`src/rtl/index_frame_decoder.sv`:
```
`default_nettype none
// ============================================================================
// Module      : index_frame_decoder
// Description : Receives encoded indices under valid/ready. Each accepted
//               index produces a registered one-hot pulse and is OR-folded
//               into a frame mask. A beat marked last closes the frame, and
//               the rebuilt request vector, beat count and duplicate flag are
//               then held under an output valid/ready handshake.
// Revision    : 1.0 - initial release
// ============================================================================
module index_frame_decoder #(
  parameter int WIDTH = 8,
  parameter int IW    = 3,
  parameter int CW    = 4
) (
  input  logic             clk,
  input  logic             rst,
  input  logic             in_valid,
  output logic             in_ready,
  input  logic [IW-1:0]    in_idx,
  input  logic             in_last,
  output logic [WIDTH-1:0] onehot,
  output logic             onehot_valid,
  output logic [WIDTH-1:0] vec,
  output logic             vec_valid,
  input  logic             vec_ready,
  output logic [CW-1:0]    count,
  output logic             dup_err
);

  typedef enum logic [0:0] {
    ACCUM = 1'b0,
    HOLD  = 1'b1
  } state_t;

  state_t             r_state;
  logic [WIDTH-1:0]   r_mask;
  logic [CW-1:0]      r_cnt;
  logic               r_dup;
  logic [WIDTH-1:0]   r_onehot;
  logic               r_onehot_valid;
  logic [WIDTH-1:0]   r_vec;
  logic               r_vec_valid;
  logic [CW-1:0]      r_count;
  logic               r_dup_err;

  logic               w_accept;
  logic [WIDTH-1:0]   w_dec;
  logic               w_hit;
  logic [CW-1:0]      w_cnt_next;

  // Ready is gated by reset so no beat can be taken while the block is held.
  assign in_ready   = (r_state == ACCUM) && !rst;
  assign w_accept   = in_valid && in_ready;
  assign w_dec      = {{(WIDTH-1){1'b0}}, 1'b1} << in_idx;
  assign w_hit      = |(r_mask & w_dec);
  // Beat counter sticks at all-ones rather than wrapping on long frames.
  assign w_cnt_next = (&r_cnt) ? r_cnt : r_cnt + 1'b1;

  // Frame FSM: accumulate beats, then hold the frame result until consumed.
  always_ff @(posedge clk) begin
    if (rst) begin
      r_state        <= ACCUM;
      r_mask         <= '0;
      r_cnt          <= '0;
      r_dup          <= 1'b0;
      r_onehot       <= '0;
      r_onehot_valid <= 1'b0;
      r_vec          <= '0;
      r_vec_valid    <= 1'b0;
      r_count        <= '0;
      r_dup_err      <= 1'b0;
    end else begin
      r_onehot_valid <= 1'b0;
      case (r_state)
        ACCUM: begin
          if (w_accept) begin
            r_onehot       <= w_dec;
            r_onehot_valid <= 1'b1;
            if (in_last) begin
              // Publish the frame including this beat, then start clean.
              r_vec       <= r_mask | w_dec;
              r_count     <= w_cnt_next;
              r_dup_err   <= r_dup | w_hit;
              r_vec_valid <= 1'b1;
              r_state     <= HOLD;
              r_mask      <= '0;
              r_cnt       <= '0;
              r_dup       <= 1'b0;
            end else begin
              r_mask <= r_mask | w_dec;
              r_cnt  <= w_cnt_next;
              r_dup  <= r_dup | w_hit;
            end
          end
        end
        HOLD: begin
          // Result fields stay untouched; only the valid flag drops.
          if (vec_ready) begin
            r_vec_valid <= 1'b0;
            r_state     <= ACCUM;
          end
        end
        default: begin
          r_state <= ACCUM;
        end
      endcase
    end
  end

  assign onehot       = r_onehot;
  assign onehot_valid = r_onehot_valid;
  assign vec          = r_vec;
  assign vec_valid    = r_vec_valid;
  assign count        = r_count;
  assign dup_err      = r_dup_err;

endmodule
`default_nettype wire

```
`config.mk`:
```
export PLATFORM = sky130hd
export DESIGN_NAME = index_frame_decoder
export DESIGN_NICKNAME = d
export VERILOG_FILES = /design/src/rtl/index_frame_decoder.sv
export SDC_FILE = /design/constraint.sdc
export NUM_CORES = 1
export LEC_CHECK = 0
export ABC_AREA = 1
export BUFFER_PORTS_ARGS = -buffer_cell sky130_fd_sc_hd__buf_2
export CAP_MARGIN = 20
export CORE_MARGIN = 4
export CORE_UTILIZATION = 27
export DETAILED_ROUTE_END_ITERATION = 16
export HOLD_SLACK_MARGIN = 0.08
export SYNTH_ARGS = -nofsm -noshare
export SYNTH_HDL_FRONTEND = slang
export SYNTH_SLANG_ARGS = --single-unit
```
`constraint.sdc`:
```
create_clock -name clk -period 1.8 [get_ports clk]
set_clock_uncertainty 0.2 [all_clocks]
set_input_delay 0.36 -clock clk [delete_from_list [all_inputs] [get_ports clk]]
set_output_delay 0.36 -clock clk [all_outputs]
set_load 0.005 [all_outputs]
```
==> results.py, run 1 <==
metrics = {
    "timing": {
        "worst_pin_slew_ps": 350,
        "grt_setup_unrepaired": "no",
        "hold_viol_final": 0,
        "final_max_slew_viol_count": 0,
        "period_minus_slack_ps": 1510,
        "tns_ps": 0,
        "fmax_ghz": 0.660,
        "setup_slack_ps": 286,
        "final.period_utilization_pct": 84.1,
        "setup_violations": 0,
        "maxSlewHeadroom_pct": 76.5,
    },
    "worst_setup_path": {
        "cpMaxStageDelayCell": "dfxtp_1",
        "r2r-start": "r_cnt[0]$_SDFFE_PP0P_",
        "path_cells": "ha_1 -> nand2_1 -> inv_1 -> nand2_1 -> o21ai_0 -> a22o_1",
        "r2r_slack_ps": 290,
        "crit_type": "reg2reg",
        "r2r_cells": 6,
        "cp.arrival_ps": 1490,
        "end_kind": "flop",
        "start_kind": "flop",
        "critPathMaxStageDelay_ps": 350,
        "cp_max_fo": 4,
        "r2r-end": "count[2]$_SDFFE_PP0P_",
        "required_ps": 1780,
        "crit_top_cell": "nand2_1",
    },
    "placement": {
        "place_congestion": 0.798,
        "dp.cells": 281,
        "placed_area_mm2": 0.00172,
        "hpwl_mm": 2.51,
        "pre_cts_ws_ps": 221,
        "io_buffers": 31,
    },
    "yosys": {
        "yosys_warnings": 0,
        "ys_seq_area_share_pct": 49.4,
        "yosysTopAreaCell": "dfxtp_1",
        "synth.avg_cell_area_um2": 8.15,
        "yosysTopAreaCellShare_pct": 49.4,
        "synth_cells": 184,
        "netlist_area_mm2": 0.00150,
        "synth.net_count": 193,
        "synthDistinctLibCells": 25,
        "synthTopCellsByArea": "dfxtp_1, nand2_1, a21oi_1",
        "ys_ff_latch": 37,
    },
    "power_and_ir_drop": {
        "p_leak_nw": 0.816,
        "p_total_mw": 1.57,
        "peakVddDrop_uv": 282,
        "p_per_area_mw_per_mm2": 869,
    },
    "detailed_routing": {
        "vias": 1284,
        "ant_nets": 0,
        "viasPerCell": 4.46,
        "post_drt_wl_per_cell_um": 11.8,
        "detail_route.first_pass.iterations": 4,
        "wl_mm": 3.40,
        "drt_first_iter_violations": 72,
        "drc_errors": 0,
    },
    "cts": {
        "cts_tree": "yes",
        "cts_buffers": 5,
        "clk_pin_slew_ps": 60,
        "cts_setup_buffers": 0,
        "root_buffer": "clkbuf_8",
        "ctsLongestPathBuffers": 2,
        "postCtsHoldBufs": 0,
        "cts_resized": 0,
        "clock-sinks": 37,
        "clock_latency_ps": 290,
        "h-tree-depth": 2,
    },
    "global_routing": {
        "grt_first_pass_wirelength_mm": 5.66,
        "overflow": 0,
        "grt_use_total_pct": 11.2,
        "grt_antenna_before_repair": 0,
        "grt_max_degree": 21,
        "grt_pass1_vias": 1271,
    },
    "min_path": {
        "min_to": "r_state$_SDFF_PP0_",
        "hold_depth": 4,
        "hp-class": "in2reg",
        "min_from": "vec_ready",
    },
    "floorplanning": {
        "dieArea_mm2": 0.00681,
        "core_mm2": 0.00524,
        "die_h_um": 82.5,
        "rows": 26,
        "fp.dieW_um": 82.5,
        "start_util_pct": 28.6,
        "ios": 32,
    },
    "layout": {
        "n_antenna_cell": 0,
        "fin_area_mm2": 0.00181,
        "area_growth_pct": 20.4,
        "drive_gt1_share_pct": 22.5,
        "ff_latch_area_um2": 741,
        "fill_cells": 564,
        "fin_cells": 288,
        "nets": 227,
        "multiInputGateArea_um2": 634,
    },
    "outcome": {
        "status": "completed",
    },
    "run": {
        "drv_cap": 0,
    },
}
final cells by class:
class	count	share of cell area, %
Clock buffer	7	4.78
Inverter	19	3.95
Multi-Input combinational cell	120	35.1
Sequential cell	37	41.0
Tap cell	70	4.85
Timing Repair Buffer	35	10.3
stage by stage:
step / util [%] / hold slack, ps
3_5_place_dp: 32.8 / 239
3_3_place_gp: 32.8 / 237
6_report: 34.5 / 132
4_1_cts: 34.5 / 122
5_1_grt: 34.5 / 133
2_1_floorplan: - / 242
per-layer routing:
layer  global-route usage, %  up-vias  share of wire, %
met5                       0        -                 0
met4                    4.58        0               1.2
met3                    5.10        6               6.6
met2                    17.7       26                47
met1                    13.1      578                45
li1                        -      674                 -
report_power, final:
part           total, mW  switching, mW  leakage [nW]  internal [mW]
sequential         0.853         0.0127         0.300          0.841
clock              0.582          0.279        0.0443          0.304
combinational      0.133         0.0845         0.472         0.0481
worst max path at each step:
stage | from | depth (start not counted) | slack [ps] | endpoint
CTS | r_cnt[0]$_SDFFE_PP0P_ | 6 | 300 | count[2]$_SDFFE_PP0P_
global placement | rst | 9 | 260 | r_dup$_SDFFE_PP0P_
detailed placement | rst | 9 | 220 | r_dup$_SDFFE_PP0P_
floorplan | rst | 9 | 380 | r_dup$_SDFFE_PP0P_
finish | r_cnt[0]$_SDFFE_PP0P_ | 6 | 290 | count[2]$_SDFFE_PP0P_
global route | r_cnt[0]$_SDFFE_PP0P_ | 6 | 150 | count[2]$_SDFFE_PP0P_
cells by family (layout without fill, tap and decap cells):
kind of cell               Yosys count  after routing  share of synthesized area [%]
AOI/OAI and AO/OA                   41             41                           14.8
adders and majority gates            1              1                          0.834
DFF                                 37             37                           49.4
buffers and inverters               27             61                           8.34
xor gates and xnor gates             1              1                          0.584
and+or+nand+nor                     77             77                           26.0
synthesized netlist by cell type:
library cell	count
or2_1	4
nor2_2	1
a22o_1	2
or2_2	1
inv_2	2
dfxtp_1	37
nand2_4	1
o21ai_0	10
nor2_8	3
buf_4	1
a31oi_1	5
nand2_1	41
nand3_1	13
nor2_1	7
buf_2	4
or2_0	1
nand4_1	4
xor2_1	1
o22a_1	1
buf_6	2
clkbuf_1	1
inv_1	17
ha_1	1
nor3_1	1
a21oi_1	23
worst max-delay path: cells and delay by family (launching register included):
family | cells | cell delay, ps
AO/OA/AOI/OAI | 2 | 390
adder cells (fa/ha/maj) | 1 | 230
AND/OR/NAND/NOR | 2 | 200
flip-flops | 1 | 350
buffers and inverters | 1 | 50
flip-flops by register name, summed over array words and instances, names as in the netlist:
signal and cells:
count 4, dup_err 1, onehot 8, onehot_valid 1, r_cnt 4, r_dup 1
r_mask 8, r_state 1, vec 8, vec_valid 1
placed cells by master (no fill, tap or decap):
cell,count
nand2_1,41
dfxtp_1,37
buf_2,31
a21oi_1,23
inv_1,17
nand3_1,13
o21ai_0,10
nor2_1,7
clkbuf_8,6
a31oi_1,5
or2_1,4
nand4_1,4
buf_4,4
nor2_8,3
inv_2,2
a22o_1,2
nand2_4,1
nor3_1,1
or2_0,1
or2_2,1
nor2_2,1
o22a_1,1
xor2_1,1
ha_1,1
clkbuf_1,1
No activity file was read; power rests on OpenSTA's default activity.
==> inputs of run 2 (changes only) <==
- clock period: 1.8 -> 1.56 ns (I/O delays scaled with it)
==> run 2 against run 1 <==
Core utilization increased by 0.81 points. Sequential share of layout area decreased by 0.88 points. Worst hold slack improved by 14 ps. Setup slack got worse by 180 ps. Count of clock-buffer cells in the layout decreased by 2. Total power increased by 12%. Maximum frequency increased by 4.1%. Via count increased by 0.93%. Critical endpoint is now r_dup$_SDFFE_PP0P_.
==> results.py, run 2 (synthesis gave the netlist of run 1 again) <==
metrics = {
    "cts": {
        "cts_tree": "yes",
        "h-tree-depth": 2,
        "cts_buffers": 5,
        "clk_pin_slew_ps": 70,
        "clock-sinks": 37,
        "root_buffer": "clkbuf_8",
        "ctsLongestPathBuffers": 2,
        "cts_setup_buffers": 0,
        "clock_latency_ps": 280,
    },
    "global_routing": {
        "grt_use_met3_pct": 4.01,
        "overflow": 0,
        "met1_usage_pct": 13.3,
        "grt_pass1_vias": 1211,
        "grt_antenna_before_repair": 0,
        "grt_max_degree": 21,
        "met2_usage_pct": 17.5,
        "grt_first_pass_wirelength_mm": 5.57,
        "grt_busiest_layer": "met2",
        "grt_use_total_pct": 10.9,
    },
    "layout": {
        "final_common_cell": "nand2_1",
        "n_antenna_cell": 0,
        "fill_cells": 558,
        "drive_gt1_share_pct": 25.7,
        "fin_util_pct": 35.3,
        "area_growth_pct": 23.2,
        "multiInputGateArea_um2": 648,
        "layout_common_cells": "nand2_1, dfxtp_1, buf_2",
        "nets": 232,
        "ff_latch_area_um2": 742,
    },
    "placement": {
        "hpwl_mm": 2.60,
        "place_congestion": 0.849,
        "io_buffers": 31,
    },
    "worst_setup_path": {
        "cp_max_fo": 10,
        "end_kind": "flop",
        "crit_type": "reg2reg",
        "required_ps": 1550,
        "start_kind": "flop",
        "cp.arrival_ps": 1440,
    },
    "timing": {
        "maxSlewHeadroom_pct": 76.1,
        "tns_ps": 0,
        "setup_violations": 0,
        "period_minus_slack_ps": 1450,
        "worst_pin_slew_ps": 355,
        "grt_setup_unrepaired": "no",
        "final.period_utilization_pct": 93.2,
        "final_max_slew_viol_count": 0,
        "fmax_ghz": 0.688,
        "hold_viol_final": 0,
    },
    "floorplanning": {
        "die_h_um": 82.5,
        "core_mm2": 0.00524,
        "fp.dieW_um": 82.5,
        "dieArea_mm2": 0.00681,
        "ios": 32,
        "rows": 26,
        "start_util_pct": 28.6,
    },
    "min_path": {
        "hp-class": "in2reg",
    },
    "outcome": {
        "status": "completed",
    },
    "detailed_routing": {
        "drt_first_iter_violations": 50,
        "viasPerCell": 4.44,
        "drc_errors": 0,
        "wl_mm": 3.46,
        "detail_route.first_pass.iterations": 4,
        "vias": 1296,
        "ant_nets": 0,
        "post_drt_wl_per_cell_um": 11.8,
    },
    "power_and_ir_drop": {
        "peakVddDrop_uv": 294,
        "p_total_mw": 1.75,
        "p_leak_nw": 0.838,
        "p_per_area_mw_per_mm2": 948,
    },
    "run": {
        "drv_cap": 0,
    },
}
[run 2: changes by cell type in the layout (fill, tap and decap cells not counted), sizes merged]
cell	delta
buf	+4
clkbuf	-2
clkinv	+1
dlygate4sd3	+1
[run 2: power breakdown]
| part | total [mW] | internal, mW | switching [mW] |
|---|---|---|---|
| logic | 0.164 | 0.0635 | 0.101 |
| registers | 0.984 | 0.970 | 0.0138 |
| clock network | 0.603 | 0.294 | 0.310 |
[run 2: cell type report]
class / instances / area share, %
clock buffer: 5 / 3.72
tap: 70 / 4.74
multi-input combinational: 120 / 35.1
inverter: 19 / 3.86
sequential: 37 / 40.1
clock inverter: 1 / 0.271
timing repair buffer: 40 / 12.2
[run 2: metal layers]
metal  share of wire, %  up-vias
li1                   -      686
met1                 46      573
met2                 47       32
met3                6.1        5
met4                1.4        0
met5                  0        -
[run 2: critical path, stage by stage (launching register included)]
cell and delay [ps]:
dfxtp_1 360, nor2_8 140, nand2_4 70, nor2_8 190, nor2_8 80, inv_2 160, a21oi_1 60, nand2_1 60
inv_1 30
[run 2: final timing paths]
path / slack, ps / to / cells after the start / start
worst max-delay path: 110 / r_dup$_SDFFE_PP0P_ / 8 / r_state$_SDFF_PP0_
worst min-delay path: 150 / r_cnt[1]$_SDFFE_PP0P_ / 4 / in_last
worst max register to register: 110 / r_dup$_SDFFE_PP0P_ / 8 / r_state$_SDFF_PP0_
worst min register to register: 240 / vec[2]$_SDFFE_PP0P_ / 2 / vec[2]$_SDFFE_PP0P_
[run 2: what timing repair did]
item                       CTS  global route
setup endpoints to repair    0             5
hold buffers                 1             0
hold endpoints to repair     1             0
gates resized for setup      0             5
[run 2: per-stage QoR]
stage | cell area, µm² | worst slack [ps] | hold WS [ps] | std cells
final | 1850 | 106 | 147 | 292
after global routing | 1850 | 3.91 | 154 | 292
after CTS | 1830 | 79.0 | 143 | 292
after detailed placement | 1750 | 26.6 | 229 | 285
after global placement | 1750 | 53.9 | 231 | 285
after floorplan | 1500 | 192 | 242 | 184
==> inputs of run 3 (changes only) <==
- CAP_MARGIN: 20 -> unset
- GPL_TIMING_DRIVEN: unset -> 0
==> run 3 against run 2 <==
Combinational power barely moved. Maximum frequency hardly changed. Die area stayed put. Routed wire length increased by 2.0%. Global-route usage increased by 0.88 points. Sequential share of layout area increased by 0.55 points. Non-clock buffer count fell by 3. Final cell count decreased by 0.34%.
==> results.py, run 3 (synthesis gave the netlist of run 1 again) <==
metrics = {
    "timing": {
        "final_max_slew_viol_count": 0,
        "fmax_ghz": 0.688,
        "hold_viol_final": 0,
        "grt_setup_unrepaired": "no",
        "maxSlewHeadroom_pct": 70.0,
        "final.period_utilization_pct": 93.2,
        "worst_pin_slew_ps": 450,
        "setup_slack_ps": 107,
        "setup_violations": 0,
        "period_minus_slack_ps": 1450,
    },
    "detailed_routing": {
        "ant_nets": 0,
        "drc_errors": 0,
        "drt_first_iter_violations": 53,
        "viasPerCell": 4.45,
        "detail_route.first_pass.iterations": 4,
        "wl_mm": 3.53,
        "post_drt_wl_per_cell_um": 12.1,
        "vias": 1295,
    },
    "floorplanning": {
        "die_h_um": 82.5,
        "rows": 26,
        "fp.dieW_um": 82.5,
        "core_mm2": 0.00524,
        "ios": 32,
        "dieArea_mm2": 0.00681,
        "start_util_pct": 28.6,
    },
    "worst_setup_path": {
        "cpMaxStageDelayCell": "dfxtp_2",
        "critPathMaxStageDelay_ps": 350,
        "cp.depth": 8,
        "r2r-start": "r_state$_SDFF_PP0_",
        "r2r_cells": 8,
        "worst-path-buf-inv": 2,
        "end_kind": "flop",
        "path_cells": "nor2_8 -> nand2_4 -> nor2_8 -> nor2_8 -> inv_2 -> a21oi_1 -> nand2_1 -> inv_1",
        "start_kind": "flop",
        "crit_type": "reg2reg",
        "crit_start": "r_state$_SDFF_PP0_",
        "crit_family": "simple AND/OR/NAND/NOR gates",
        "required_ps": 1550,
        "cp.arrival_ps": 1450,
        "crit_top_cell": "nor2_8",
        "cp_max_fo": 10,
    },
    "layout": {
        "drive_gt1_share_pct": 23.1,
        "multiInputGateArea_um2": 637,
        "final_common_cell": "nand2_1",
        "layout_common_cells": "nand2_1, dfxtp_1, buf_2",
        "n_antenna_cell": 0,
        "ff_latch_area_um2": 744,
        "fin_cells": 291,
        "nets": 229,
        "area_growth_pct": 21.9,
        "fill_cells": 595,
    },
    "cts": {
        "cts_setup_buffers": 0,
        "root_buffer": "clkbuf_8",
        "ctsLongestPathBuffers": 2,
        "cts_tree": "yes",
        "h-tree-depth": 2,
        "clock-sinks": 37,
        "clock_latency_ps": 290,
        "cts_buffers": 5,
        "clk_pin_slew_ps": 70,
    },
    "global_routing": {
        "grt_antenna_before_repair": 0,
        "grt_pass1_vias": 1264,
        "grt_use_total_pct": 11.8,
        "overflow": 0,
        "grt_max_degree": 11,
        "grt_first_pass_wirelength_mm": 5.93,
    },
    "placement": {
        "dp.cells": 281,
        "place_congestion": 0.802,
        "io_buffers": 27,
        "hpwl_mm": 2.54,
        "pre_cts_ws_ps": -6.83,
    },
    "min_path": {
        "min_from": "in_last",
        "hp-class": "in2reg",
        "hold_depth": 4,
    },
    "power_and_ir_drop": {
        "p_per_area_mw_per_mm2": 975,
        "peakVddDrop_uv": 327,
        "p_leak_nw": 0.818,
    },
    "run": {
        "drv_cap": 0,
    },
    "outcome": {
        "status": "completed",
    },
}
==> run 3: cell count changes in the layout (fill, tap and decap cells not counted), moves of 2 or more <==
cell / delta
buf_4: -7
dfxtp_1: -2
buf_6: +2
dfxtp_2: +2
clkbuf_1: +4
==> run 3: final cells by class <==
type | instances | area share, %
Buffer | 8 | 2.94
Clock buffer | 8 | 4.38
Inverter | 19 | 3.90
Multi-Input combinational cell | 120 | 34.8
Sequential cell | 37 | 40.7
Tap cell | 70 | 4.79
Timing Repair Buffer | 29 | 8.48
==> run 3: metrics by stage <==
step	hold WS (ps)	setup TNS [ps]	utilization [%]	instance area (µm²)	total power [mW]
finish	134	0	34.9	1830	1.78
global route	142	0	34.9	1830	1.88
CTS	128	0	34.8	1820	1.81
detailed placement	234	-6.83	32.9	1720	1.17
global placement	230	0	32.9	1720	1.16
floorplan	242	0	-	1500	1.11
==> run 3: worst register-to-register path, cell delays in order (launching register included) <==
cell	delay, ps
dfxtp_2	350
nor2_8	130
nand2_4	80
nor2_8	210
nor2_8	90
inv_2	150
a21oi_1	60
nand2_1	60
inv_1	30
==> run 3: path summary, 6_finish.rpt <==
check / to / slack, ps
worst max-delay path: r_dup$_SDFFE_PP0P_ / 110
worst min-delay path: r_cnt[1]$_SDFFE_PP0P_ / 130
worst max register to register: r_dup$_SDFFE_PP0P_ / 110
worst min register to register: vec[2]$_SDFFE_PP0P_ / 240
==> run 3: repair_timing <==
item | 4_1_cts | 5_1_grt
gates resized for setup | 0 | 4
setup endpoints to repair | 0 | 7
hold endpoints to repair | 3 | 0
hold buffers | 2 | 0
==> run 3: where the power goes <==
part	internal (mW)	total, mW	switching, mW
sequential	0.971	0.985	0.0146
clock	0.317	0.637	0.319
combinational	0.0602	0.161	0.101
==> run 3: metal layers <==
layer  routed length, µm  global-route usage (%)  vias up
li1                    -                       -      675
met1                1610                    13.8      589
met2                1650                    19.0       24
met3                 207                    4.88        7
met4                  57                    4.90        0
met5                   0                       0        -
